### src/rtl/uart_tx_engine_if.sv
// DFIFO read-side handshake between a show-ahead FIFO (master) and the UART TX engine (slave).
interface uart_tx_engine_if #(
  parameter int DATA_WIDTH = 8
);
  logic [DATA_WIDTH-1:0] fifo_data_i;
  logic                  fifo_empty_i;
  logic                  fifo_rd_o;

  modport master (output fifo_data_i, output fifo_empty_i, input fifo_rd_o);
  modport slave  (input fifo_data_i, input fifo_empty_i, output fifo_rd_o);
endinterface

### src/rtl/uart_tx_engine.sv
// UART TX serialiser: pops a show-ahead DFIFO and emits start/data/[parity]/stop bits.
// Optional line-break support is enabled by defining UART_TX_BREAK_EN.
module uart_tx_engine #(
  parameter int DATA_WIDTH    = 8,
  parameter int BIT_LEN_WIDTH = 32
) (
  input  logic                     clk_i,
  input  logic                     rstn_i,
  uart_tx_engine_if.slave          fifo_if,
  input  logic [BIT_LEN_WIDTH-1:0] bit_length_i,
  input  logic [1:0]               stop_bit_mode_i,
  input  logic                     msb_first_i,
  input  logic                     send_parity_i,
  input  logic                     hw_flow_ctrl_en_i,
  input  logic                     cts_n_i,
`ifdef UART_TX_BREAK_EN
  input  logic                     break_i,
`endif
  output logic                     tx_o,
  output logic                     tx_busy_o,
  output logic                     tx_started_o,
  output logic                     tx_done_o
);

  localparam int CW = BIT_LEN_WIDTH + 1;
  localparam int IW = (DATA_WIDTH > 1) ? $clog2(DATA_WIDTH) : 1;

  typedef enum logic [2:0] {ST_IDLE, ST_START, ST_DATA, ST_PARITY, ST_STOP} state_t;
  typedef enum logic [1:0] {STOP_HALF, STOP_FULL, STOP_ONE_HALF, STOP_TWO} stop_mode_t;

  state_t                   r_state, w_state_n;
  logic [CW-1:0]            r_cnt, w_cnt_n;
  logic [IW-1:0]            r_idx, w_idx_n;
  logic [BIT_LEN_WIDTH-1:0] r_len;
  logic [CW-1:0]            r_stop;
  logic [DATA_WIDTH-1:0]    r_data;
  logic                     r_msb, r_par;
  logic                     r_cts_meta, r_cts_sync;
  logic                     r_tx, r_busy, r_started, r_done;
  logic                     w_tx_n, w_busy_n, w_started_n, w_done_n;
  logic [BIT_LEN_WIDTH-1:0] w_len, w_half;
  logic [CW-1:0]            w_stop, w_len_m1;
  logic                     w_pop, w_break, w_last;

`ifdef UART_TX_BREAK_EN
  assign w_break = break_i;
`else
  assign w_break = 1'b0;
`endif

  assign w_len  = (bit_length_i == '0) ? BIT_LEN_WIDTH'(1) : bit_length_i;
  assign w_half = w_len >> 1;

  // Stop length is fixed at pop time, in one extra bit so 1.5L and 2L cannot overflow.
  always_comb begin
    w_stop = CW'(w_len);
    case (stop_mode_t'(stop_bit_mode_i))
      STOP_HALF:     w_stop = (w_half == '0) ? CW'(1) : CW'(w_half);
      STOP_FULL:     w_stop = CW'(w_len);
      STOP_ONE_HALF: w_stop = CW'(w_len) + CW'(w_half);
      STOP_TWO:      w_stop = {w_len, 1'b0};
      default:       w_stop = CW'(w_len);
    endcase
  end

  assign w_pop = rstn_i && (r_state == ST_IDLE) && !w_break && !fifo_if.fifo_empty_i &&
                 (!hw_flow_ctrl_en_i || !r_cts_sync);
  assign fifo_if.fifo_rd_o = w_pop;

  assign w_last   = (r_cnt == '0);
  assign w_len_m1 = CW'(r_len) - CW'(1);

  always_comb begin
    w_state_n   = r_state;
    w_cnt_n     = r_cnt;
    w_idx_n     = r_idx;
    w_started_n = 1'b0;
    w_done_n    = 1'b0;
    if (r_state != ST_IDLE && !w_last) w_cnt_n = r_cnt - CW'(1);
    case (r_state)
      ST_IDLE: if (w_pop) begin
        w_state_n   = ST_START;
        w_cnt_n     = CW'(w_len) - CW'(1);
        w_started_n = 1'b1;
      end
      ST_START: if (w_last) begin
        w_state_n = ST_DATA;
        w_cnt_n   = w_len_m1;
        w_idx_n   = '0;
      end
      ST_DATA: if (w_last) begin
        if (r_idx == IW'(DATA_WIDTH - 1)) begin
          w_state_n = r_par ? ST_PARITY : ST_STOP;
          w_cnt_n   = r_par ? w_len_m1 : r_stop - CW'(1);
        end else begin
          w_idx_n = r_idx + IW'(1);
          w_cnt_n = w_len_m1;
        end
      end
      ST_PARITY: if (w_last) begin
        w_state_n = ST_STOP;
        w_cnt_n   = r_stop - CW'(1);
      end
      ST_STOP: if (w_last) begin
        w_state_n = ST_IDLE;
        w_done_n  = 1'b1;
      end
      default: w_state_n = ST_IDLE;
    endcase
  end

  // The line level is computed for the state being entered so tx_o is a clean register.
  always_comb begin
    w_tx_n = 1'b1;
    case (w_state_n)
      ST_START:  w_tx_n = 1'b0;
      ST_DATA:   w_tx_n = r_msb ? r_data[IW'(DATA_WIDTH - 1) - w_idx_n] : r_data[w_idx_n];
      ST_PARITY: w_tx_n = ^r_data;
      default:   w_tx_n = (r_state == ST_IDLE) ? !w_break : 1'b1;
    endcase
    w_busy_n = (w_state_n != ST_IDLE) || ((r_state == ST_IDLE) && w_break);
  end

  always_ff @(posedge clk_i or negedge rstn_i) begin
    if (!rstn_i) begin
      r_state    <= ST_IDLE;
      r_cnt      <= '0;
      r_idx      <= '0;
      r_len      <= '0;
      r_stop     <= '0;
      r_data     <= '0;
      r_msb      <= 1'b0;
      r_par      <= 1'b0;
      r_cts_meta <= 1'b1;
      r_cts_sync <= 1'b1;
      r_tx       <= 1'b1;
      r_busy     <= 1'b0;
      r_started  <= 1'b0;
      r_done     <= 1'b0;
    end else begin
      r_cts_meta <= cts_n_i;
      r_cts_sync <= r_cts_meta;
      r_state    <= w_state_n;
      r_cnt      <= w_cnt_n;
      r_idx      <= w_idx_n;
      r_tx       <= w_tx_n;
      r_busy     <= w_busy_n;
      r_started  <= w_started_n;
      r_done     <= w_done_n;
      if (w_pop) begin
        r_data <= fifo_if.fifo_data_i;
        r_len  <= w_len;
        r_stop <= w_stop;
        r_msb  <= msb_first_i;
        r_par  <= send_parity_i;
      end
    end
  end

  assign tx_o         = r_tx;
  assign tx_busy_o    = r_busy;
  assign tx_started_o = r_started;
  assign tx_done_o    = r_done;

endmodule

### src/flat_wrapper.sv
// flat-port wrapper written by rule: the top's interface ports become plain ports
module uart_tx_engine_flat 
#(
  parameter int DATA_WIDTH    = 8,
  parameter int BIT_LEN_WIDTH = 32
)
  (clk_i, rstn_i, bit_length_i, stop_bit_mode_i, msb_first_i, send_parity_i, hw_flow_ctrl_en_i, cts_n_i, tx_o, tx_busy_o, tx_started_o, tx_done_o, fifo_if_fifo_data_i, fifo_if_fifo_empty_i, fifo_if_fifo_rd_o);
  uart_tx_engine_if #(.DATA_WIDTH(DATA_WIDTH)) fifo_if_i ();
  input  logic clk_i;
  input  logic rstn_i;
  input  logic [BIT_LEN_WIDTH-1:0] bit_length_i;
  input  logic [1:0] stop_bit_mode_i;
  input  logic msb_first_i;
  input  logic send_parity_i;
  input  logic hw_flow_ctrl_en_i;
  input  logic cts_n_i;
  output logic tx_o;
  output logic tx_busy_o;
  output logic tx_started_o;
  output logic tx_done_o;
  input wire logic [$bits(fifo_if_i.fifo_data_i)-1:0] fifo_if_fifo_data_i;
  input wire logic [$bits(fifo_if_i.fifo_empty_i)-1:0] fifo_if_fifo_empty_i;
  output wire logic [$bits(fifo_if_i.fifo_rd_o)-1:0] fifo_if_fifo_rd_o;
  assign fifo_if_i.fifo_data_i = fifo_if_fifo_data_i;
  assign fifo_if_i.fifo_empty_i = fifo_if_fifo_empty_i;
  assign fifo_if_fifo_rd_o = fifo_if_i.fifo_rd_o;
  uart_tx_engine #(.DATA_WIDTH(DATA_WIDTH), .BIT_LEN_WIDTH(BIT_LEN_WIDTH)) u_core (.clk_i(clk_i), .rstn_i(rstn_i), .fifo_if(fifo_if_i), .bit_length_i(bit_length_i), .stop_bit_mode_i(stop_bit_mode_i), .msb_first_i(msb_first_i), .send_parity_i(send_parity_i), .hw_flow_ctrl_en_i(hw_flow_ctrl_en_i), .cts_n_i(cts_n_i), .tx_o(tx_o), .tx_busy_o(tx_busy_o), .tx_started_o(tx_started_o), .tx_done_o(tx_done_o));
endmodule
### config.mk
export PLATFORM = sky130hd
export DESIGN_NAME = uart_tx_engine_flat
export DESIGN_NICKNAME = d
export VERILOG_FILES = /design/src/rtl/uart_tx_engine_if.sv /design/src/rtl/uart_tx_engine.sv /design/src/flat_wrapper.sv
export SDC_FILE = /design/constraint.sdc
export NUM_CORES = 1
export LEC_CHECK = 0
export BUFFER_PORTS_ARGS = -buffer_cell sky130_fd_sc_hd__buf_4
export CORE_MARGIN = 5
export CORE_UTILIZATION = 43
export CTS_CLUSTER_SIZE = 30
export DETAILED_ROUTE_END_ITERATION = 10
export PLACE_DENSITY = 0.69
export SYNTH_ARGS = -nofsm -noshare
export SYNTH_HDL_FRONTEND = slang
export SYNTH_SLANG_ARGS = --single-unit
### constraint.sdc
create_clock -name clk_i -period 6.2 [get_ports clk_i]
set_input_delay 0.31 -clock clk_i [delete_from_list [all_inputs] [get_ports clk_i]]
set_output_delay 0.31 -clock clk_i [all_outputs]
set_load 0.01 [all_outputs]
**Word level (Yosys, flattened, before mapping)**

Cells that the tools add are included.

- Bits in latches: 0
- Flip-flop bits (word level): 120
- Bits in read-only memories: 0
- Output and inout port bits: 5
- Input bits: 49
- Memories kept: 0
- Logic and storage cells: 84
- Memory bits (writable): 0

- Add/subtract/negate cells: 7
- Mux-type cells: 33
- Multipliers: 0
- Eq/ne operators: 11
- Reductions and logical operators: 17
- Divide/modulo/power cells: 0
- Order comparisons: 2
- Shifts and indexed selects: 0
- Bitwise gates (word level): 0

Operators by type and width:

| operator | number |
|---|---|
| 33-bit one-hot mux with 4 select lines | 2 |
| 33-bit two-way mux | 7 |
| 32-bit by 1-bit subtractor with 33-bit output (second input constant) | 2 |
| 33-bit by 1-bit subtractor with 33-bit output (second input constant) | 2 |
| 32-bit zero test | 2 |
| 32-bit by 31-bit adder with 33-bit output | 1 |
| 33-bit zero test | 1 |
| 32-bit two-way mux | 1 |
| 31-bit two-way mux | 1 |
| 3-bit two-way mux | 10 |
| 3-bit one-hot mux with 5 select lines | 1 |
| 3-bit by 2-bit equality test with 1-bit output (second input constant) | 4 |
| 3-bit by 4-bit less-than comparator with 1-bit output (second input constant) | 2 |
| 8-bit parity | 1 |
| 1-bit two-way mux | 7 |
| 1-bit binary-select mux with 3-bit select | 2 |
| 3-bit by 1-bit equality test with 1-bit output (second input constant) | 2 |
| 3-bit equality test (second input constant) | 2 |
| 3-bit one-hot mux with 2 select lines | 1 |
| 3-bit nonzero test | 2 |
| 2-bit equality test (second input constant) | 2 |
| 1-bit logical AND | 4 |
| 1-bit zero test | 4 |
| 3-bit by 1-bit adder with 3-bit output (second input constant) | 1 |
| 6 further kinds | 6 |

**Depth between registers and ports, before layout**

Gate-level depths: netlist of run 1.

- Depth after elaboration: 9
- Depth in mapped cells: 17
- Mapped depth without buffers: 16

**Least setup slack after synthesis of run 1**

OpenSTA, ideal clock, no wires.

- Path type: input to register
- Start point: input port bit_length_i[16]
- End point: register u_core.r_stop[32]
- Cell stages on the path: 17
- Arrival time: 3.781 ns
- Library setup time: 0.110 ns
- Slack: 2.309 ns
- Path buffers: 1
- Cell sequence: clkbuf_1 > nor4_1 > nand4_1 > nor2_1 > nor2_1 > inv_1 > ha_1 > fa_1 > a211oi_1 > o21bai_1 > a21oi_1 > or4_1 > a2111oi_1 > o221ai_1 > o21ai_1 > a2111oi_0 > o41ai_1

- Word-level cells in the longest chain between the ends: 4

Ends and longest elaborated chain:

| item | RTL line | source |
|---|---|---|
| from (decl) | flat_wrapper.sv:11 | `input logic [BIT_LEN_WIDTH-1:0] bit_length_i;` |
| 32-bit zero test | uart_tx_engine.sv:51 | `assign w_len = (bit_length_i == '0) ? BIT_LEN_WIDTH'(1) : bit_length_i;` |
| 32-bit two-way mux | uart_tx_engine.sv:51 |  |
| via u_core.w_len[0] | uart_tx_engine.sv:41 | `logic [BIT_LEN_WIDTH-1:0] w_len, w_half;` |
| 32-bit by 31-bit adder with 33-bit output | uart_tx_engine.sv:60 | `STOP_ONE_HALF: w_stop = CW'(w_len) + CW'(w_half);` |
| 33-bit one-hot mux with 4 select lines | uart_tx_engine.sv:57 | `case (stop_mode_t'(stop_bit_mode_i))` |
| to (signal assigned) | uart_tx_engine.sv:153 | `r_stop <= w_stop;` |
| to (decl) | uart_tx_engine.sv:35 | `logic [CW-1:0] r_stop;` |

The timed path passes the listed nets, and every way through them passes these cells.
A chain may end at the register's enable or synchronous reset.

**Final worst setup path of run 1**

Same ends and word-level chain as after synthesis.

==> results of run 1 <==
-- power by group --
part | internal, mW | switching, mW
Combinational | 0.187 | 0.288
Clock | 0.628 | 0.371
Sequential | 0.808 | 0.0313
Total | 1.62 | 0.690
-- critical path: stages --
cell       delay [ns]
buf_4            0.15
nor4_1           0.50
nand4_1          0.32
nor2_1           0.18
nor2_1           0.13
inv_1            0.08
ha_1             0.20
fa_1             0.25
a211oi_1         0.09
o21bai_1         0.15
a21oi_1          0.08
buf_4            0.16
or4_1            0.55
a2111oi_1        0.68
o221ai_1         0.34
o21ai_1          0.38
a2111oi_0        0.17
o41ai_1          0.42
-- repair_timing --
item                                    CTS  global route
resized for setup                         0             0
endpoints found under the setup margin    0             0
buffers inserted                          0             0
endpoints found under the hold margin     1             0
hold buffers                              1             0
-- cells in the final DEF (no fill, tap or decap), types with 17 or more instances in the layout --
cell	n
o22ai_1	43
nand2_1	174
nor2_1	91
mux2i_1	39
inv_1	76
ha_1	92
o21ai_0	130
a21oi_1	117
nor4_1	32
buf_4	68
xnor2_1	92
nor3_1	46
nand3_1	19
dfrtp_1	117
or3_1	27
clkbuf_16	17
xor2_1	52
-- kinds of logic (layout without fill, tap and decap cells) --
| kind of cell | Yosys count | count (layout) | synth area share (%) |
|---|---|---|---|
| XOR/XNOR | 144 | 144 | 10.9 |
| AND/OR/NAND/NOR | 479 | 479 | 20.1 |
| buffers and inverters | 183 | 178 | 6.06 |
| multiplexers | 41 | 41 | 3.78 |
| adder cells (fa/ha/maj) | 93 | 93 | 10.2 |
| AO/OA/AOI/OAI | 431 | 431 | 22.8 |
| flip-flops | 120 | 120 | 26.1 |
-- worst max-delay path by stage --
stage,from,endpoint,depth (start not counted)
finish,bit_length_i[16],u_core.r_stop[32],18
global route,bit_length_i[16],u_core.r_stop[32],18
CTS,bit_length_i[16],u_core.r_stop[32],18
detailed placement,bit_length_i[16],u_core.r_stop[32],18
global placement,bit_length_i[16],u_core.r_stop[32],18
floorplan,bit_length_i[16],u_core.r_stop[32],17
-- sequential cells by signal, summed over array words and instances (netlist names), 3 cells and up --
register	flops
u_core.r_stop	33
u_core.r_idx	3
u_core.r_state	3
u_core.r_len	32
u_core.r_data	8
u_core.r_cnt	33
-- per-layer routing --
layer  vias to the layer above  global-route usage, %  part of all wire (%)
met5                         -                      0                     0
met4                         0                   6.57                   2.4
met3                        60                   3.29                   7.7
met2                       495                   35.6                    44
met1                      5112                   33.4                    46
li1                       5271                      -                     -
-- metrics by stage --
| stage | std cells | total power, mW | instance area (um^2) | setup slack [ns] |
|---|---|---|---|---|
| after global placement | 1795 | 1.31 | 12100 | 1.16 |
| after CTS | 1827 | 2.31 | 12700 | 1.48 |
| final | 1827 | 2.31 | 12700 | 1.38 |
| after detailed placement | 1795 | 1.32 | 12100 | 1.09 |
| after floorplan | 1491 | 1.17 | 11500 | 2.31 |
| after global routing | 1827 | 2.41 | 12700 | 1.21 |
-- final cells by class --
cell class,count,area (um^2),area share [%]
Sequential cell,120,3010,23.8
Multi-Input combinational cell,1188,7830,61.8
Clock buffer,23,488,3.86
Tap cell,341,427,3.37
Clock inverter,8,95.1,0.751
Timing Repair Buffer,69,520,4.11
Inverter,78,293,2.31
==> run_results.csv, run 1 <==
group,metric,value,unit
grt,globalRouteOverflowTotal,0,
worst_hold_path,min_to,"u_core.r_data[1]",
worst_hold_path,hold_class,"in2reg",
job,maxCapViolations,0,
finish,final_core_util,47.5,%
routing,drt_wl_total,35300,um
cts,clock_sinks,120,
synthesis,syn_avg_cell_area,7.73,um^2
setup_path,arrival,5.13,ns
routing,via_per_inst,5.99,
synthesis,synth_cells,1491,
setup_path,crit_path_end_kind,"register",
setup_path,rr_startpoint,"u_core.r_state[2]",
routing,routed-via-count,10900,
cts,clk_pin_slew,0.06,ns
sta,layout_min_cycle_time,4.82,ns
sta,tns,0,ns
grt,grt_pass1_vias,10300,
finish,antennaDiodeCount,0,
pwr,power_density,183,nW/um^2
synthesis,synth.most_common_cell,"nand2_1",
cts,cts_made_buffers,17,
setup_path,worstPathMaxFanout,9,
sta,setup_violations,0,
pwr,p_leak,5.47,nW
die,initial_core_util,43.2,%
place,port_buffers,53,
sta,relSlewSlack,30.4,%
grt,grt_pass1_wl,56300,um
synthesis,ys_seq_area_share,26.1,%
cts,cts_tree,"built",
synthesis,synth_top_area_cell,"dfrtp_1",
synthesis,syn-cell-area,11500,um^2
routing,drc,0,
worst_hold_path,worstHoldStart,"fifo_if_fifo_data_i[1]",
sta,hold_viol_final,0,
sta,drv_slew,0,
cts,clockRootBuffer,"clkbuf_16",
place,dpl.hpwl,26500,um
synthesis,yosysWarnings,0,
grt,grt_max_degree,96,
cts,htreeDepth,4,
status,status,"complete, no violations",
sta,fin_skew,0.00915,ns
setup_path,rr_endpoint,"u_core.r_cnt[28]",
die,ioPinCount,54,
routing,drtPass1Iterations,5,
synthesis,synth_top_cell_area_share,25.4,%
finish,drive_above_1_share,8.08,%
pwr,ir_drop,0.233,mV
grt,antenna_found_initial,0,
synthesis,synth_seq_cells,120,
synthesis,yosys.cell_types.count,75,
routing,postRouteAntennaNets,0,
synthesis,async_reset_ff_share,100,%
setup_path,critPathRequiredTime,6.51,ns
sta,fin_crit_sh,77.8,%
synthesis,synth_common_cells,"nand2_1, o21ai_0, a21oi_1, dfrtp_1, clkbuf_1",
routing,drt_iter0_markers,1172,
synthesis,synth_area_leaders,"dfrtp_1, ha_1, xnor2_1",
sta,rsz0062_at_grt,"no",
synthesis,synth_enable_flop_cells,0,
die,core_area,26700,um^2
synthesis,ys.flop_type,"dfrtp_1",
setup_path,critPathLaunchType,"input port",
grt,grt_use_total,22.9,%
setup_path,reg2reg_slack,2.46,ns
worst_hold_path,hold_depth,3,
die,rows,60,
finish,fill_cells,2575,
finish,nets,1616,
sta,holdWs,0.0670,ns
synthesis,synth_fp_nets,1633,
sta,fmax,207,MHz
die,dieArea,30200,um^2
cts,clock_path_buffers,2,
setup_path,worst_r2r_path_depth,9,
routing,wl_per_cell,19.3,um
die,dieHeight,174,um
cts,clock_latency,0.44,ns
die,die_width,174,um
sta,tightest_slew,1.03,ns
place,place.gp.congestion,0.917,
finish,area_growth,9.85,%
setup_path,crit_type,"in2reg",
Note: power is estimated with default switching activity, not from simulation.
==> run 2: changes to the inputs <==
--- a/config.mk
+++ b/config.mk
@@ -5,6 +5,7 @@
 export SDC_FILE = /design/constraint.sdc
 export NUM_CORES = 1
 export LEC_CHECK = 0
+export ABC_AREA = 1
 export BUFFER_PORTS_ARGS = -buffer_cell sky130_fd_sc_hd__buf_4
 export CORE_MARGIN = 5
 export CORE_UTILIZATION = 43
==> constraint.sdc (replaced) <==
create_clock -name clk_i -period 4.75 [get_ports clk_i]
set_input_delay 0.2375 -clock clk_i [delete_from_list [all_inputs] [get_ports clk_i]]
set_output_delay 0.2375 -clock clk_i [all_outputs]
set_load 0.01 [all_outputs]
==> run 2 against run 1 <==
Compared with the run above: clock skew rose by 0.0052 ns; critical endpoint is now u_core.r_stop[30]; sequential share of layout area fell by 3.0 points; highest routed layer unchanged; hold slack got worse by 0.055 ns; non-clock buffer count rose by 5.
==> run_results.csv, run 2 <==
group,metric,value,unit
synthesis,ys_seq_area_share,22.8,%
routing,drtPass1Iterations,5,
setup_path,critPathRequiredTime,5.06,ns
sta,fin_skew,0.0143,ns
finish,area_growth,9.94,%
place,place.gp.congestion,0.942,
setup_path,max_stage_delay,0.38,ns
synthesis,synth_fp_nets,2278,
setup_path,worst_r2r_path_depth,12,
sta,setup_violations,0,
synthesis,syn-cell-area,13200,um^2
grt,globalRouteOverflowTotal,0,
die,die_width,185,um
routing,via_per_inst,5.65,
die,core_area,30400,um^2
routing,wl_per_cell,19.0,um
place,port_buffers,53,
finish,fill_cells,3210,
cts,clock_path_buffers,2,
cts,clk_pin_slew,0.06,ns
routing,drc,0,
place,dpl.hpwl,39000,um
setup_path,rr_startpoint,"u_core.r_state[1]",
die,dieArea,34200,um^2
synthesis,synth_top_area_cell,"dfrtp_1",
setup_path,critPathLaunchType,"input port",
routing,drt_iter0_markers,1341,
synthesis,synth_seq_cells,120,
die,initial_core_util,43.2,%
synthesis,async_reset_ff_share,100,%
grt,grt_use_total,28.5,%
sta,fmax,313,MHz
setup_path,crit_type,"in2reg",
grt,grt_max_degree,103,
synthesis,synth.most_common_cell,"nand2_1",
finish,top_regs,"u_core.r_cnt: 33 flops, u_core.r_stop: 33 flops, u_core.r_len: 32 flops",
finish,final_common_cell,"nand2_1",
die,ioPinCount,54,
cts,clock_latency,0.43,ns
sta,holdWs,0.0122,ns
sta,tns,0,ns
sta,rsz0062_at_grt,"no",
finish,drive_above_1_share,6.86,%
setup_path,arrival,3.51,ns
synthesis,ys.flop_type,"dfrtp_1",
finish,antennaDiodeCount,0,
cts,htreeDepth,4,
pwr,ir_drop,0.244,mV
setup_path,cp_cell_sequence,"buf_4, inv_1, nand2_1, nor2_1, nand2_1, nor2_1, nand2_1, nand2_1, ha_1, fa_1, nand2_1, o21ai_0, a21boi_0, inv_1, a21oi_1, inv_1, nand3b_1, nand2_1, nand2_1, nand3_1, nand2_1, o21ai_0, nand2_1",
setup_path,path_delay_family,"simple AND/OR/NAND/NOR gates",
die,dieHeight,185,um
setup_path,reg2reg_slack,1.56,ns
grt,grt_pass1_vias,13900,
setup_path,crit_path_end_kind,"register",
sta,tightest_slew,0.825,ns
synthesis,synth_enable_flop_cells,0,
job,maxCapViolations,0,
synthesis,synth_cells,2136,
sta,fin_crit_sh,67.3,%
worst_hold_path,hold_class,"in2reg",
worst_hold_path,worstHoldStart,"fifo_if_fifo_data_i[2]",
synthesis,yosys.cell_types.count,54,
sta,layout_min_cycle_time,3.20,ns
routing,drt_wl_total,48600,um
setup_path,rr_endpoint,"u_core.r_cnt[21]",
setup_path,path_buf_inv,4,
setup_path,cp_common_cell,"nand2_1",
sta,hold_viol_final,0,
setup_path,worstPathMaxFanout,9,
pwr,power_density,208,nW/um^2
status,status,"complete, no violations",
die,rows,64,
cts,clock_sinks,120,
routing,postRouteAntennaNets,0,
worst_hold_path,min_to,"u_core.r_data[2]",
cts,clockRootBuffer,"clkbuf_16",
finish,nets,2288,
cts,cts_made_buffers,17,
pwr,p_leak,6.70,nW
synthesis,yosysWarnings,0,
sta,relSlewSlack,45.0,%
routing,routed-via-count,14400,
synthesis,synth_common_cells,"nand2_1, inv_1, nor2_1",
cts,cts_setup_buffers,0,
sta,drv_slew,0,
synthesis,synth_area_leaders,"dfrtp_1, nand2_1, ha_1",
synthesis,synth_top_cell_area_share,22.2,%
worst_hold_path,hold_depth,3,
finish,final_cell_mix,"nand2_1, inv_1, nor2_1",
sta,layout_setup_ws,1.55,ns
setup_path,worst_path_max_delay_cell,"o21ai_0",
grt,grt_pass1_wl,76500,um
place,pre_cts_ws,1.18,ns
cts,cts_tree,"built",
synthesis,syn_avg_cell_area,6.16,um^2
grt,antenna_found_initial,1,
==> run 2: cell types whose count changed after synthesis, sizes merged, moves of 27 or more <==
| cell | change |
|---|---|
| clkbuf | -28 |
| nand3 | +135 |
| or3 | -27 |
| mux2i | -39 |
| nor2 | +169 |
| o22ai | -33 |
| nand2 | +363 |
| inv | +185 |
| xnor2 | -79 |
| o21ai | +83 |
==> run 2: what timing repair did <==
item | CTS | global route
endpoints found under the setup margin | 0 | 0
endpoints found under the hold margin | 3 | 0
hold buffers | 3 | 0
resized for setup | 0 | 0
==> run 2: worst max-delay path by stage <==
stage | depth (start not counted) | end | slack [ns] | start
floorplan | 22 | u_core.r_stop[26] | 2.06 | bit_length_i[6]
global placement | 23 | u_core.r_stop[24] | 1.27 | bit_length_i[21]
detailed placement | 23 | u_core.r_stop[30] | 1.18 | bit_length_i[21]
CTS | 23 | u_core.r_stop[30] | 1.61 | bit_length_i[21]
global route | 22 | u_core.r_stop[32] | 1.22 | bit_length_i[21]
finish | 23 | u_core.r_stop[30] | 1.55 | bit_length_i[3]
==> run 2: logic make-up after synthesis <==
logic type                 synth area share (%)
DFF                                        22.8
xor gates and xnor gates                   4.33
adders and majority gates                  8.90
AOI/OAI and AO/OA                          20.8
buffers and inverters                      10.2
and+or+nand+nor                            32.9
==> run 2: final cells by class <==
cell class | count | area [um^2] | share of cell area (%)
multi-input cells | 1668 | 8820 | 60.9
flip-flops and latches | 120 | 3010 | 20.8
inverters | 265 | 995 | 6.88
repair buffers | 74 | 576 | 3.98
well taps | 396 | 495 | 3.43
clock buffers | 24 | 482 | 3.33
clock inverters | 8 | 96.3 | 0.666
==> run 2: through the flow <==
stage	cells	power, mW	util [%]	area (um^2)
3_3_place_gp	2520	1.73	45.5	13900
2_1_floorplan	2136	1.50	-	13200
4_1_cts	2555	3.01	47.5	14500
3_5_place_dp	2520	1.73	45.5	13900
6_report	2555	3.01	47.5	14500
5_1_grt	2555	3.15	47.5	14500
==> run 2: where the power goes <==
part           internal, mW  total, mW  switching, mW  leakage, nW
clock                 0.810       1.28          0.469        0.284
combinational         0.207      0.633          0.426         5.05
sequential             1.06       1.10         0.0379         1.36
==> run 2: worst register-to-register path: stages (launching register included) <==
cell and delay [ns]:
dfrtp_1 0.44, nor2_2 0.12, inv_1 0.12, nor2_2 0.04
buf_4 0.19, inv_2 0.41, nand2_8 0.14, inv_2 0.52
nand2_1 0.24, xor2_1 0.24, o21ai_0 0.19, o21ai_0 0.11
a21boi_0 0.31
==> run 2: routing by layer <==
metal / wire [um] / GRT usage [%]
met5: 0 / 0
met4: 2120 / 12.1
met2: 21600 / 45.4
met1: 21200 / 39.1
met3: 3630 / 3.73
==> run 3: changes to the inputs <==
--- a/config.mk
+++ b/config.mk
@@ -11,7 +11,7 @@
 export CORE_UTILIZATION = 43
 export CTS_CLUSTER_SIZE = 30
 export DETAILED_ROUTE_END_ITERATION = 10
-export PLACE_DENSITY = 0.69
+export PLACE_DENSITY = 0.71
 export SYNTH_ARGS = -nofsm -noshare
 export SYNTH_HDL_FRONTEND = slang
 export SYNTH_SLANG_ARGS = --single-unit
==> constraint.sdc (replaced) <==
create_clock -name clk_i -period 2.8 [get_ports clk_i]
set_input_delay 0.14 -clock clk_i [delete_from_list [all_inputs] [get_ports clk_i]]
set_output_delay 0.14 -clock clk_i [all_outputs]
set_load 0.01 [all_outputs]
==> run 3 against run 2 <==
Compared with the run above: register-to-register slack worse by 1.4 ns; critical path type is now reg2reg; global-route usage increased by 1.5 points; clock power rose by 73%.
==> run_results.csv, run 3 (synthesis results as in run 2) <==
group,metric,value,unit
setup_path,worst_r2r_path_depth,10,
setup_path,crit_path_end_kind,"register",
cts,clock_path_buffers,2,
finish,final_core_util,51.1,%
cts,htreeDepth,4,
finish,area_growth,18.2,%
pwr,seqPwrFrac,35.1,%
die,die_width,185,um
place,place.gp.congestion,1.01,
grt,antenna_found_initial,1,
die,rows,64,
setup_path,arrival,2.94,ns
finish,nets,2421,
sta,layout_setup_ws,0.154,ns
finish,final_common_cell,"nand2_1",
setup_path,worstPathMaxFanout,10,
die,dieArea,34200,um^2
cts,clock_sinks,120,
setup_path,rr_endpoint,"u_core.tx_busy_o",
finish,drive_above_1_share,12.4,%
finish,top_regs,"u_core.r_cnt: 33 flops, u_core.r_stop: 33 flops, u_core.r_len: 32 flops",
status,status,"complete, no violations",
place,port_buffers,53,
sta,layout_min_cycle_time,2.65,ns
setup_path,rr_startpoint,"u_core.r_idx[0]",
setup_path,reg2reg_slack,0.15,ns
sta,hold_viol_final,0,
sta,fin_crit_sh,94.5,%
finish,layout.cells.non_filler,2688,
routing,postRouteAntennaNets,0,
sta,holdWs,0.0842,ns
pwr,p_clk_share,41.7,%
pwr,p_leak,7.35,nW
sta,setup_violations,0,
grt,grt_pass1_wl,79900,um
sta,relSlewSlack,32.4,%
die,core_area,30400,um^2
routing,drt_wl_total,51100,um
grt,grt_use_total,30.0,%
grt,grt_pass1_vias,14300,
setup_path,critPathRequiredTime,3.09,ns
routing,routed-via-count,14800,
sta,fmax,378,MHz
cts,cts_made_buffers,17,
cts,clock_latency,0.44,ns
worst_hold_path,hold_class,"in2reg",
die,dieHeight,185,um
routing,via_per_inst,5.52,
routing,drtPass1Iterations,7,
sta,rsz0062_at_grt,"no",
routing,drt_iter0_markers,1462,
grt,grt_max_degree,103,
pwr,power_density,341,nW/um^2
pwr,p_int,3.67,mW
setup_path,startpoint,"u_core.r_idx[0]",
grt,globalRouteOverflowTotal,0,
routing,wl_per_cell,19.0,um
cts,clk_pin_slew,0.06,ns
routing,drc,0,
place,dp.cells,2643,
setup_path,critPathLaunchType,"register",
pwr,power_switching,1.63,mW
setup_path,cp-endpoint,"u_core.tx_busy_o",
setup_path,crit_type,"reg2reg",
cts,cts_tree,"built",
place,dpl.hpwl,41400,um
pwr,pwr-share-comb,23.2,%
finish,final_cell_mix,"nand2_1, inv_1, nor2_1",
die,ioPinCount,54,
die,initial_core_util,43.2,%
pwr,ir_drop,0.338,mV
sta,fin_skew,0.0101,ns
pwr,swShare,30.8,%
sta,drv_slew,0,
cts,clockRootBuffer,"clkbuf_16",
job,maxCapViolations,0,
sta,tightest_slew,1.01,ns
place,pre_cts_ws,-0.409,ns
## run 3: changes by cell type in the layout (fill, tap and decap cells not counted), sizes merged
cell | previous run | this run
buf | 71 | 195
clkinv | 8 | 7
diode | 0 | 1
clkbuf | 24 | 22
bufinv | 2 | 3
dlygate4sd3 | 3 | 12
clkinvlp | 1 | 2
## run 3: worst max-delay path: stages, from the launching register on
cell and delay (ns):
dfrtp_1 0.41, ha_1 0.23, nand2_1 0.10, nor2_1 0.04
buf_4 0.13, inv_1 0.13, nor3_1 0.09, nor2_2 0.36
clkinv_2 0.34, o21ai_0 0.52, nand2_1 0.15
## run 3: cell type report
| class | instances | area [um^2] |
|---|---|---|
| antenna | 1 | 2.50 |
| clock buffer | 22 | 454 |
| clock inverter | 9 | 125 |
| fill | 3210 | 14900 |
| inverter | 265 | 998 |
| multi-input combinational | 1668 | 8860 |
| sequential | 120 | 3010 |
| tap | 396 | 495 |
| timing repair buffer | 207 | 1620 |
## run 3: power by group through the flow
stage               clock network (mW)  registers, mW  logic (mW)
floorplan                            0           1.87       0.682
global placement                     0           1.89        1.19
detailed placement                   0           1.89        1.19
CTS                               2.23           1.86        1.21
global route                      2.31           1.87        1.37
finish                            2.21           1.86        1.23
## run 3: layer usage
| layer | wire (um) | GRT usage, % | vias to the layer above | share of wire [%] |
|---|---|---|---|---|
| met5 | 0 | 0 | - | 0 |
| met4 | 1690 | 9.63 | 0 | 3.3 |
| met3 | 3120 | 3.93 | 83 | 6.1 |
| met2 | 23500 | 49.1 | 575 | 46 |
| met1 | 22800 | 41.2 | 6850 | 45 |
| li1 | - | - | 7331 | - |
## run 3: metrics by stage
stage               cell area (um^2)  setup TNS (ns)  power (mW)
floorplan                      13200               0        2.55
global placement               14800          -11.76        3.07
detailed placement             14800          -10.91        3.08
CTS                            15500               0        5.30
global route                   15600               0        5.55
finish                         15600               0        5.31
## run 3: repair_timing
item / CTS / global route
endpoints found under the hold margin: 53 / 0
pin swaps: 0 / 4
gates cloned: 0 / 0
buffers inserted: 0 / 1
setup endpoints to repair: 11 / 35
hold buffers: 12 / 0
resized for setup: 2 / 19
## run 3: worst min path at each step
stage                           startpoint                 to  slack, ns  cells after the start
after floorplan                     rstn_i    u_core.r_cnt[0]      -0.16                      0
after global placement             cts_n_i  u_core.r_cts_meta       0.25                      1
after detailed placement           cts_n_i  u_core.r_cts_meta       0.25                      1
after CTS                 bit_length_i[12]   u_core.r_len[12]       0.07                      4
after global routing      bit_length_i[12]   u_core.r_len[12]        0.1                      4
final                     bit_length_i[12]   u_core.r_len[12]       0.08                      4
